[src/rtl/stim_check_pkg.sv]
// Shared types and defaults for the stimulus/check sequencer.
//   state_e  : sequencer FSM states
//   *_DEF    : default parameter values for the top
//   exp_of   : expected DUT response for a default-width vector
package stim_check_pkg;

    typedef enum logic [1:0] {
        IDLE = 2'd0,
        RUN  = 2'd1,
        DONE = 2'd2
    } state_e;

    localparam int unsigned W_DEF      = 8;
    localparam int unsigned INC_DEF    = 1;
    localparam int unsigned SETTLE_DEF = 10;

    // Expected DUT output: vector plus INC, wrapping at the data width.
    function automatic logic [W_DEF-1:0] exp_of(input logic [W_DEF-1:0] v);
        return W_DEF'(v + W_DEF'(INC_DEF));
    endfunction

endpackage

[src/rtl/stim_check_seq_settle_timer.sv]
// Settle-window down-counter.
//   clk, rst  : clock, synchronous active-high reset
//   load      : reload to SETTLE_CYCLES-1 (has priority over dec)
//   dec       : decrement, stopping at zero
//   expired_c : count is zero (combinational)
module settle_timer #(
    parameter int unsigned SETTLE_CYCLES = 10
) (
    input  logic clk,
    input  logic rst,
    input  logic load,
    input  logic dec,
    output logic expired_c
);

    // Wide enough to hold SETTLE_CYCLES-1; at least one bit for SETTLE_CYCLES==1.
    localparam int unsigned TW = (SETTLE_CYCLES > 1) ? $clog2(SETTLE_CYCLES) : 1;
    localparam logic [TW-1:0] RELOAD = TW'(SETTLE_CYCLES - 1);

    logic [TW-1:0] cnt;

    always_ff @(posedge clk) begin
        if (rst) begin
            cnt <= '0;
        end else if (load) begin
            cnt <= RELOAD;
        end else if (dec && (cnt != '0)) begin
            cnt <= cnt - TW'(1);
        end
    end

    assign expired_c = (cnt == '0);

endmodule

[src/rtl/stim_check_seq.sv]
// Stimulus sequencer and checker for an increment DUT.
// Drives an arithmetic sequence of vectors, holds each for SETTLE_CYCLES
// edges, then compares the DUT result against vector+INC.
//   clk, rst        : clock, synchronous active-high reset
//   start           : begin a run (IDLE only)
//   num_vectors     : vectors in the run (sampled on start)
//   base_value/step : first vector and increment (sampled on start)
//   dut_data_out    : DUT result under check
//   dut_data_in     : registered stimulus to the DUT
//   busy/done/pass  : run status; done is a one-cycle pulse
//   err_count       : saturating mismatch count
//   fail_*          : capture of the first mismatch in the run
module stim_check_seq
    import stim_check_pkg::*;
#(
    parameter int unsigned W             = W_DEF,
    parameter int unsigned INC           = INC_DEF,
    parameter int unsigned SETTLE_CYCLES = SETTLE_DEF,
    parameter int unsigned NV_W          = 8,
    parameter int unsigned CNT_W         = 8
) (
    input  logic             clk,
    input  logic             rst,
    input  logic             start,
    input  logic [NV_W-1:0]  num_vectors,
    input  logic [W-1:0]     base_value,
    input  logic [W-1:0]     step,
    input  logic [W-1:0]     dut_data_out,
    output logic [W-1:0]     dut_data_in,
    output logic             busy,
    output logic             done,
    output logic             pass,
    output logic [CNT_W-1:0] err_count,
    output logic             fail_valid,
    output logic [NV_W-1:0]  fail_index,
    output logic [W-1:0]     fail_data
);

    state_e            state, state_nxt;
    logic [NV_W-1:0]   idx, idx_nxt;
    logic [NV_W-1:0]   num_q, num_nxt;
    logic [W-1:0]      step_q, step_nxt;
    logic [W-1:0]      din_nxt;
    logic [CNT_W-1:0]  err_nxt;
    logic              fv_nxt, pass_nxt;
    logic [NV_W-1:0]   fi_nxt;
    logic [W-1:0]      fd_nxt;
    logic              timer_load_c, timer_dec_c, timer_expired_c;
    logic              mismatch_c;

    settle_timer #(.SETTLE_CYCLES(SETTLE_CYCLES)) u_timer (
        .clk       (clk),
        .rst       (rst),
        .load      (timer_load_c),
        .dec       (timer_dec_c),
        .expired_c (timer_expired_c)
    );

    assign mismatch_c = (dut_data_out != W'(dut_data_in + W'(INC)));

    // State and registered outputs.
    always_ff @(posedge clk) begin
        if (rst) begin
            state       <= IDLE;
            idx         <= '0;
            num_q       <= '0;
            step_q      <= '0;
            dut_data_in <= '0;
            busy        <= 1'b0;
            done        <= 1'b0;
            pass        <= 1'b0;
            err_count   <= '0;
            fail_valid  <= 1'b0;
            fail_index  <= '0;
            fail_data   <= '0;
        end else begin
            state       <= state_nxt;
            idx         <= idx_nxt;
            num_q       <= num_nxt;
            step_q      <= step_nxt;
            dut_data_in <= din_nxt;
            busy        <= (state_nxt == RUN);
            done        <= (state_nxt == DONE);
            pass        <= pass_nxt;
            err_count   <= err_nxt;
            fail_valid  <= fv_nxt;
            fail_index  <= fi_nxt;
            fail_data   <= fd_nxt;
        end
    end

    // Next-state and next-output logic.
    always_comb begin
        state_nxt    = state;
        idx_nxt      = idx;
        num_nxt      = num_q;
        step_nxt     = step_q;
        din_nxt      = dut_data_in;
        err_nxt      = err_count;
        fv_nxt       = fail_valid;
        fi_nxt       = fail_index;
        fd_nxt       = fail_data;
        pass_nxt     = pass;
        timer_load_c = 1'b0;
        timer_dec_c  = 1'b0;

        unique case (state)
            IDLE: begin
                if (start) begin
                    err_nxt = '0;
                    fv_nxt  = 1'b0;
                    fi_nxt  = '0;
                    fd_nxt  = '0;
                    if (num_vectors == '0) begin
                        // Empty run: nothing to check, so it trivially passes.
                        pass_nxt  = 1'b1;
                        state_nxt = DONE;
                    end else begin
                        pass_nxt     = 1'b0;
                        num_nxt      = num_vectors;
                        step_nxt     = step;
                        din_nxt      = base_value;
                        idx_nxt      = '0;
                        timer_load_c = 1'b1;
                        state_nxt    = RUN;
                    end
                end
            end

            RUN: begin
                if (timer_expired_c) begin
                    // Sample edge: check the settled DUT output for this vector.
                    if (mismatch_c) begin
                        if (err_count != '1) begin
                            err_nxt = err_count + CNT_W'(1);
                        end
                        if (!fail_valid) begin
                            fv_nxt = 1'b1;
                            fi_nxt = idx;
                            fd_nxt = dut_data_out;
                        end
                    end
                    if (idx == num_q - NV_W'(1)) begin
                        pass_nxt  = (err_nxt == '0);
                        state_nxt = DONE;
                    end else begin
                        idx_nxt      = idx + NV_W'(1);
                        din_nxt      = W'(dut_data_in + step_q);
                        timer_load_c = 1'b1;
                    end
                end else begin
                    timer_dec_c = 1'b1;
                end
            end

            DONE: begin
                state_nxt = IDLE;
            end

            default: begin
                state_nxt = IDLE;
            end
        endcase
    end

endmodule

[config.mk]
export PLATFORM = sky130hd
export DESIGN_NAME = stim_check_seq
export DESIGN_NICKNAME = d
export VERILOG_FILES = /design/src/rtl/stim_check_pkg.sv /design/src/rtl/stim_check_seq_settle_timer.sv /design/src/rtl/stim_check_seq.sv
export SDC_FILE = /design/constraint.sdc
export NUM_CORES = 1
export LEC_CHECK = 0
export CORE_MARGIN = 10
export CORE_UTILIZATION = 37
export CTS_CLUSTER_DIAMETER = 100
export CTS_CLUSTER_SIZE = 8
export DETAILED_ROUTE_END_ITERATION = 10
export PLACE_DENSITY_LB_ADDON = 0.25
export SYNTH_ARGS = -nofsm -noshare
export SYNTH_HDL_FRONTEND = slang
export SYNTH_HIERARCHICAL = 1
export SYNTH_SLANG_ARGS = --single-unit
[constraint.sdc]
create_clock -name clk -period 2 [get_ports clk]
set_input_delay 0.4 -clock clk [delete_from_list [all_inputs] [get_ports clk]]
set_output_delay 0.4 -clock clk [all_outputs]
set_load 0.005 [all_outputs]
Yosys cells after proc, flatten, opt, wreduce, memory -nomap -nowiden:

Index checks and enable logic that the tools add are counted.

* register bits: 66
* output and inout bits: 36
* logic and storage cells: 97

* add/sub/neg operators: 6
* equal/unequal tests: 13
* muxes and demuxes: 48
* bitwise logic cells: 1
* reduce and logical (&&, ||, !) cells: 15

Operators with widths (number)
* 2-to-1 mux 8 bit: 20
* case mux 8 bit (2 select lines): 5
* adder 8 x 1 -> 8 bit, second input constant: 3
* zero test 8 bit: 2
* != test 2 bit, second input constant: 7
* 2-to-1 mux 1 bit: 13
* AND reduction 5 bit: 2
* adder 8 bit: 1
* == test 8 bit: 1
* 2-to-1 mux 2 bit: 4
* 2-to-1 mux 4 bit: 2
* != test 8 bit: 1
* != test 8 bit, second input constant: 1
* AND reduction 4 bit: 2
* subtractor 8 x 1 -> 8 bit, second input constant: 1
* case mux 1 bit (2 select lines): 3
* AND reduction 3 bit: 2
* == test 2 x 1 -> 1 bit, second input constant: 2
* zero test 4 bit: 1
* case mux 2 bit (2 select lines): 1
* nonzero test 2 bit: 2
* nonzero test 4 bit: 1
* subtractor 4 x 1 -> 4 bit, second input constant: 1
* == test 2 bit, second input constant: 1
* other kinds (4): 4

Logic depth before layout (Yosys ltp):

Gate-level depths: netlist of the first run.

* word-level depth: 9
* depth in mapped cells: 11
* depth with buffers taken out: 10

Cells and area by module:

Netlist of the first run, hierarchy kept.

By module, submodules not included
* stim_check_seq: instances 1, cells each 425, area an instance 3468.3 um^2, seq. area each 1241.2 um^2
* settle_timer: instances 1, cells each 24, area an instance 220.2 um^2, seq. area each 80.1 um^2

Worst setup path before layout of the first run:

OpenSTA, ideal clock, no wires.

* path type: register -> register
* from: register dut_data_in[0]
* to: register dut_data_in[6]
* arrival time: 2.075 ns
* setup slack: -0.153 ns
* stages on the path, launching flop included: 11
* cells stage by stage: dfxtp_1 -> ha_1 -> inv_1 -> fa_1 -> nor2b_1 -> o21ai_0 -> a21oi_1 -> o21ai_0 -> nor3b_1 -> o311a_1 -> nor3_1

* longest elaborated chain between the ends: 4

RTL lines
* from (decl): RTL line stim_check_seq.sv:29 `output logic [W-1:0] dut_data_in,`
* from (signal assigned): RTL line stim_check_seq.sv:81 `dut_data_in <= din_nxt;`
* adder 8 bit: RTL line stim_check_seq.sv:148 `din_nxt = W'(dut_data_in + step_q);`
* 2-to-1 mux 8 bit: RTL line stim_check_seq.sv:143 `if (idx == num_q - NV_W'(1)) begin`
* 2-to-1 mux 8 bit: RTL line stim_check_seq.sv:131 `if (timer_expired_c) begin`
* case mux 8 bit (2 select lines): RTL line stim_check_seq.sv:107 `unique case (state)`

Every way passes these cells. The select of a mux whose other input is x is not followed.
A chain may end at the register's enable or synchronous reset.

Worst setup path after layout of the first run:

* from: register dut_data_in[3]
* to: register pass

* longest elaborated chain between the ends: 9

RTL lines
* adder 8 x 1 -> 8 bit: RTL line stim_check_seq.sv:59 `assign mismatch_c = (dut_data_out != W'(dut_data_in + W'(INC)));`
* != test 8 bit: RTL line stim_check_seq.sv:59
* 2-to-1 mux 8 bit: RTL line stim_check_seq.sv:133 `if (mismatch_c) begin`
* 2-to-1 mux 8 bit: RTL line stim_check_seq.sv:131
* 2-to-1 mux 8 bit: RTL line stim_check_seq.sv:107
* zero test 8 bit: RTL line stim_check_seq.sv:144 `pass_nxt = (err_nxt == '0);`
* 2-to-1 mux 1 bit: RTL line stim_check_seq.sv:143
* 2-to-1 mux 1 bit: RTL line stim_check_seq.sv:131
* case mux 1 bit (2 select lines): RTL line stim_check_seq.sv:107
* to (signal assigned): RTL line stim_check_seq.sv:84 `pass <= pass_nxt;`
* to (decl): RTL line stim_check_seq.sv:32 `output logic pass,`

Every way passes these cells. The select of a mux whose other input is x is not followed.

==> impl_metrics.toml, run 1 <==
[min_path]
hp-class = "in -> reg"

[sta]
final-hold-violation-count = 0
timing.final.ws_setup_ps = -202
setup_violations = 41
period_needed_ps = 2200
rsz0062_at_grt = "true"
drv_slew = 0
relSlewSlack_pct = 71.7
tightest_slew_ps = 424
max_freq_mhz = 454
finClkSkew_ps = 9.65
period_share_pct = 110

[routing]
drt-total-wl_mm = 11.1
ant_nets = 0
vias_per_cell = 5.15
vias = 3813
wl_per_cell_um = 15.0
first_pass_iters = 4
drcViolationCount = 0
drt_iter0_drc = 261

[power]
p_comb_share_pct = 29.4
vdd_drop_max_mv = 0.351
internal-power_mw = 2.63
power_frac_clock_pct = 31.5
p_per_area_nw_per_um2 = 631
finalPower_mw = 3.72
seqPwrFrac_pct = 39.1
power_switching_mw = 1.09
swShare_pct = 29.3
p_leak_nw = 2.32

[clocking]
path_clk_slew_ps = 80
hold_buffers = 0
clk_latency_ps = 340
cts_buffers = 9
cts_tree = "yes"
h-tree-depth = 3
clkSinkCount = 66
root_buffer = "clkbuf_8"
cts_max_path_buffers = 2

[worst_setup_path]
cpPeakStageDelay_ps = 400
path_class = "reg -> reg"
worst-path-max-fanout = 6
cp_cell_sequence = "nand3_1 -> or3_1 -> a211oi_2 -> nand3_2 -> and4_1 -> o221a_1 -> o31a_1"
cp_slowest_cell = "dfxtp_2"
required_ps = 2230
crit_path_start_kind = "flip-flop"
crit_path_end_kind = "flip-flop"
regToRegSetupSlack_ps = -200
cp_data_arrival_time_ps = 2430

[final_layout]
multiInputGateArea_um2 = 2580
synthToLayoutAreaGrowth_pct = 59.9
drive_above_1_share_pct = 32.4
antenna-diode-count = 0
nets = 651
fillerInstances = 852
register_area_um2 = 1340

[global_route]
gr-total-overflow = 0
grt_pass1_wl_mm = 18.4
first_global_vias = 3862
antenna_found_initial = 0
grt.total_usage_pct = 15.1
grt_max_degree = 36

[placed_design]
finalWeightedCongestion = 0.862
dpl_worst_slack_ps = -740
numPortBuffers = 70
hpwl_mm = 7.97

[logic_synthesis]
synthXorXnorAreaFrac_pct = 4.99
synth_nets = 497
synthCells = 449
yosys.area_share.simple_pct = 27.2
yosys-top-cells-count = "dfxtp_1, nor2_1, a21oi_1"
ys_types = 57
yosys.area.top_type_share_pct = 35.8
yosysTopAreaCell = "dfxtp_1"
async_reset_ff_share_pct = 0
synth_edf_count = 0
synth_top_family_by_area = "simple AND/OR/NAND/NOR gates"
syn_area_um2 = 3690
synth-adder-area-share_pct = 4.61
yosysSeqAreaShare_pct = 35.8
yosys_register_bits = 66
synth_most_common_cell = "dfxtp_1"
ys.flop_type = "dfxtp_1"
synthMuxAreaShare_pct = 4.61
synth_area_per_cell_um2 = 8.22
synthTopCellsByArea = "dfxtp_1, a21oi_1, nor2_1"
ys_warn_count = 6
synth_compound_area_share_pct = 18.3

[floorplan]
die-width_um = 120
ios = 71
die-area_um2 = 14400
core_um2 = 9730
fp.dieH_um = 120
start_util_pct = 37.9
num_rows = 36

[outcome]
status = "finished, violations left"
violations = "setup timing"

[flow_run]
drv_cap = 0
## worst max-delay path: cells and delay by family, from the launching register on
kind	cells	cell delay, ps
DFF	1	400
and+or+nand+nor	4	880
AOI/OAI and AO/OA	3	820
## per-layer routing
layer  up-vias  wire length [um]  GRT usage [%]
met2        88              5280           25.1
met5         -                 0              0
met4         0               140           5.43
met1      1788              5190           18.9
li1       1927                 -              -
met3        10               539           3.19
## sequential cells by signal, indices dropped and copies added, names as in the netlist
name,flops
fail_index,8
num_q,8
fail_data,8
busy,1
done,1
dut_data_in,8
state,2
u_timer/cnt,4
err_count,8
pass,1
step_q,8
fail_valid,1
idx,8
## layout make-up
class                           instances  area share (%)
Multi-Input combinational cell        343            43.7
Timing Repair Buffer                  166            26.2
Sequential cell                        66            22.7
Tap cell                              133            2.82
Clock buffer                           12            2.63
Inverter                               17            1.12
Clock inverter                          4           0.827
## metrics by stage
step / hold slack, ps / std cells / setup TNS (ps) / area (um2) / utilization, %
floorplan: 462 / 449 / -153 / 3760 / -
global placement: 453 / 704 / -22990 / 5100 / 52.4
detailed placement: 458 / 704 / -26720 / 5100 / 52.4
CTS: 402 / 740 / -4220 / 5670 / 58.3
global route: 407 / 741 / -10080 / 5900 / 60.6
finish: 399 / 741 / -5150 / 5900 / 60.6
## power groups by stage
stage / clock (mW) / sequential [mW] / combinational (mW)
2_1_floorplan: 0 / 1.48 / 0.456
3_3_place_gp: 0 / 1.48 / 0.836
3_5_place_dp: 0 / 1.48 / 0.855
4_1_cts: 1.19 / 1.45 / 1.02
5_1_grt: 1.25 / 1.46 / 1.19
6_report: 1.17 / 1.46 / 1.09
## worst paths after layout
check	start	end	cells past startpoint
worst min register to register	fail_data[7]	fail_data[7]	2
worst min-delay path	dut_data_out[4]	fail_data[4]	3
worst max-delay path	dut_data_in[3]	pass	7
worst max register to register	dut_data_in[3]	pass	7
## what timing repair did
| item | CTS | global route |
|---|---|---|
| pin swaps | 18 | 24 |
| setup buffers | 15 | 3 |
| cloned | 5 | 1 |
| setup endpoints to repair | 44 | 49 |
| gates resized for setup | 44 | 47 |
| endpoints found under the hold margin | 0 | 0 |
## cells in the final DEF, fill, tap and decap left out, types with 3 or more instances in the layout
| master | synthesis | final |
|---|---|---|
| a211oi_2 | 2 | 4 |
| a21o_1 | 4 | 4 |
| a21oi_1 | 41 | 33 |
| a21oi_2 | 0 | 7 |
| a31oi_1 | 12 | 8 |
| a31oi_4 | 0 | 3 |
| a41o_1 | 3 | 3 |
| and2_1 | 5 | 4 |
| and3_1 | 7 | 7 |
| and4_1 | 4 | 4 |
| buf_4 | 1 | 77 |
| buf_6 | 1 | 13 |
| clkbuf_8 | 0 | 11 |
| clkdlybuf4s50_1 | 0 | 66 |
| dfxtp_1 | 66 | 57 |
| dfxtp_2 | 0 | 6 |
| dfxtp_4 | 0 | 3 |
| ha_1 | 12 | 7 |
| ha_4 | 0 | 4 |
| inv_1 | 17 | 13 |
| inv_2 | 0 | 3 |
| mux2i_1 | 17 | 17 |
| nand2_1 | 27 | 26 |
| nand2b_1 | 20 | 18 |
| nand3_1 | 28 | 26 |
| nand3_2 | 1 | 3 |
| nand4_1 | 7 | 7 |
| nor2_1 | 51 | 42 |
| nor2_2 | 0 | 8 |
| nor3_1 | 9 | 7 |
| nor3b_2 | 2 | 3 |
| nor4_1 | 4 | 3 |
| o21ai_0 | 14 | 9 |
| o21ai_1 | 0 | 4 |
| or3_1 | 8 | 8 |
| xnor2_1 | 15 | 10 |
| xnor2_2 | 0 | 4 |
| xor2_1 | 6 | 6 |
## logic make-up (layout without fill, tap and decap cells)
logic type | count (synthesis) | after routing
AND/OR/NAND/NOR | 189 | 189
multiplexers | 17 | 17
flip-flops | 66 | 66
AO/OA/AOI/OAI | 103 | 103
buffers and inverters | 40 | 199
XOR/XNOR | 21 | 21
adder cells (fa/ha/maj) | 13 | 13
(Power assumes the default switching activity.)
==> run 2: changes to the inputs <==
--- a/config.mk
+++ b/config.mk
@@ -10,6 +10,7 @@
 export CTS_CLUSTER_DIAMETER = 100
 export CTS_CLUSTER_SIZE = 8
 export DETAILED_ROUTE_END_ITERATION = 10
+export GPL_ROUTABILITY_DRIVEN = 0
 export PLACE_DENSITY_LB_ADDON = 0.25
 export SYNTH_ARGS = -nofsm -noshare
 export SYNTH_HDL_FRONTEND = slang
==> constraint.sdc (replaced) <==
create_clock -name clk -period 2.5 [get_ports clk]
set_input_delay 0.5 -clock clk [delete_from_list [all_inputs] [get_ports clk]]
set_output_delay 0.5 -clock clk [all_outputs]
set_load 0.005 [all_outputs]
==> impl_metrics.toml, run 2 (synthesis results as in run 1) <==
[outcome]
status = "finished clean"

[final_layout]
synthToLayoutAreaGrowth_pct = 32.7
fillerInstances = 969
final_core_util_pct = 50.3
antenna-diode-count = 0
layout_commonest_cell = "clkdlybuf4s50_1"
register_area_um2 = 1330
drive_above_1_share_pct = 11.9
fin_cells = 672
final_cell_mix = "clkdlybuf4s50_1, dfxtp_1, nor2_1, a21oi_1, nand3_1"
multiInputGateArea_um2 = 2240
nets = 583
fin_area_um2 = 4890

[floorplan]
ios = 71
die-width_um = 120
die-area_um2 = 14400
core_um2 = 9730
start_util_pct = 37.9
num_rows = 36
fp.dieH_um = 120

[worst_setup_path]
cp_data_arrival_time_ps = 2630
cp_slowest_cell = "clkdlybuf4s50_1"
r2r_start = "num_q[0]"
required_ps = 2730
r2r_end = "idx[3]"
r2r_cells = 10
crit_family = "compound AO/OA/AOI/OAI gates"
cp_cell_sequence = "clkdlybuf4s50_1 -> xnor2_1 -> or3_4 -> a211oi_4 -> nand3_4 -> and4_1 -> o221a_1 -> o31a_1"
crit_buf_inv = 1
path_class = "in -> reg"
regToRegSetupSlack_ps = 160
cpPeakStageDelay_ps = 450
worst-path-max-fanout = 6
crit_path_start_kind = "input port"
crit_path_end_kind = "flip-flop"

[sta]
final-hold-violation-count = 0
period_share_pct = 96.0
setup_violations = 0
tightest_slew_ps = 472
rsz0062_at_grt = "false"
period_needed_ps = 2400
drv_slew = 0
finClkSkew_ps = 10.2
max_freq_mhz = 417
relSlewSlack_pct = 68.4
hold_slack_ps = 468

[global_route]
grt.total_usage_pct = 14.2
first_global_vias = 3480
grt_max_degree = 23
antenna_found_initial = 0
gr-total-overflow = 0
grt_pass1_wl_mm = 17.1

[power]
finalPower_mw = 2.62
seqPwrFrac_pct = 44.5
power_switching_mw = 0.738
p_comb_share_pct = 22.6
power_frac_clock_pct = 32.9
p_leak_nw = 1.85
swShare_pct = 28.1
p_per_area_nw_per_um2 = 536
internal-power_mw = 1.89
vdd_drop_max_mv = 0.332

[placed_design]
post-place-cells = 656
hpwl_mm = 7.89
numPortBuffers = 70
postPlaceCellArea_um2 = 4650

[routing]
drcViolationCount = 0
wl_per_cell_um = 15.2
vias = 3518
drt-total-wl_mm = 10.2
vias_per_cell = 5.24
first_pass_iters = 4
drt_iter0_drc = 278
ant_nets = 0

[min_path]
min_path_cells = 2
hp-start = "fail_index[3]"
min_to = "fail_index[3]"
hp-class = "reg -> reg"

[clocking]
clk_latency_ps = 340
cts_tree = "yes"
h-tree-depth = 3
cts_max_path_buffers = 2
clkSinkCount = 66
root_buffer = "clkbuf_8"
path_clk_slew_ps = 70
cts_buffers = 9

[flow_run]
drv_cap = 0
run 2: changes by cell type in the layout (fill, tap and decap cells not counted), sizes merged:
cell,delta
clkinv,+1
dlygate4sd2,-2
clkbuf,-1
inv,-1
clkdlybuf4s50,+3
clkinvlp,-1
dlymetal6s2s,-1
buf,-67
run 2: through the flow:
stage	setup TNS [ps]	setup WS [ps]
5_1_grt	0	16.5
4_1_cts	0	35.7
6_report	0	101
2_1_floorplan	0	328
3_5_place_dp	-4430	-309
3_3_place_gp	-3440	-254
run 2: layout make-up:
cell class              count  area share [%]
clock inverters             3           0.818
well taps                 133            3.40
clock buffers              12            2.97
multi-input cells         343            45.8
repair buffers             98            18.6
inverters                  17            1.30
flip-flops and latches     66            27.1
run 2: routing by layer:
layer	vias up	track usage (%)	wire length (um)
met5	-	0	0
met4	0	4.75	72
met3	6	3.70	457
met2	79	22.7	4780
met1	1650	18.2	4900
li1	1783	-	-
run 2: power groups by stage:
stage	sequential, mW	combinational [mW]	clock (mW)
6_report	1.17	0.594	0.863
5_1_grt	1.18	0.663	0.932
4_1_cts	1.17	0.582	0.890
3_5_place_dp	1.19	0.578	0
3_3_place_gp	1.19	0.568	0
2_1_floorplan	1.18	0.350	0
run 2: how the worst max path moves through the flow:
stage	from	end	slack, ps	cells after the start
after floorplan	dut_data_out[5]	pass	330	7
after global placement	dut_data_out[7]	pass	-250	8
after detailed placement	dut_data_out[5]	pass	-310	8
after CTS	dut_data_out[5]	pass	40	8
after global routing	dut_data_in[0]	dut_data_in[6]	20	10
final	dut_data_out[5]	pass	100	8
run 2: worst reg2reg max path, cell delays in order, from the launching register on:
cell     delay [ps]
dfxtp_2         360
inv_1            70
ha_1            240
and2_1          190
a211o_1         290
a31o_2          200
o311a_1         190
o21ai_2         180
buf_4           210
a31oi_1         100
a41o_1          220
run 2: timing repair:
action                     CTS  global route
setup endpoints to repair    0            15
gates resized for setup      0            11
setup buffers                0             1
hold buffers                 0             0
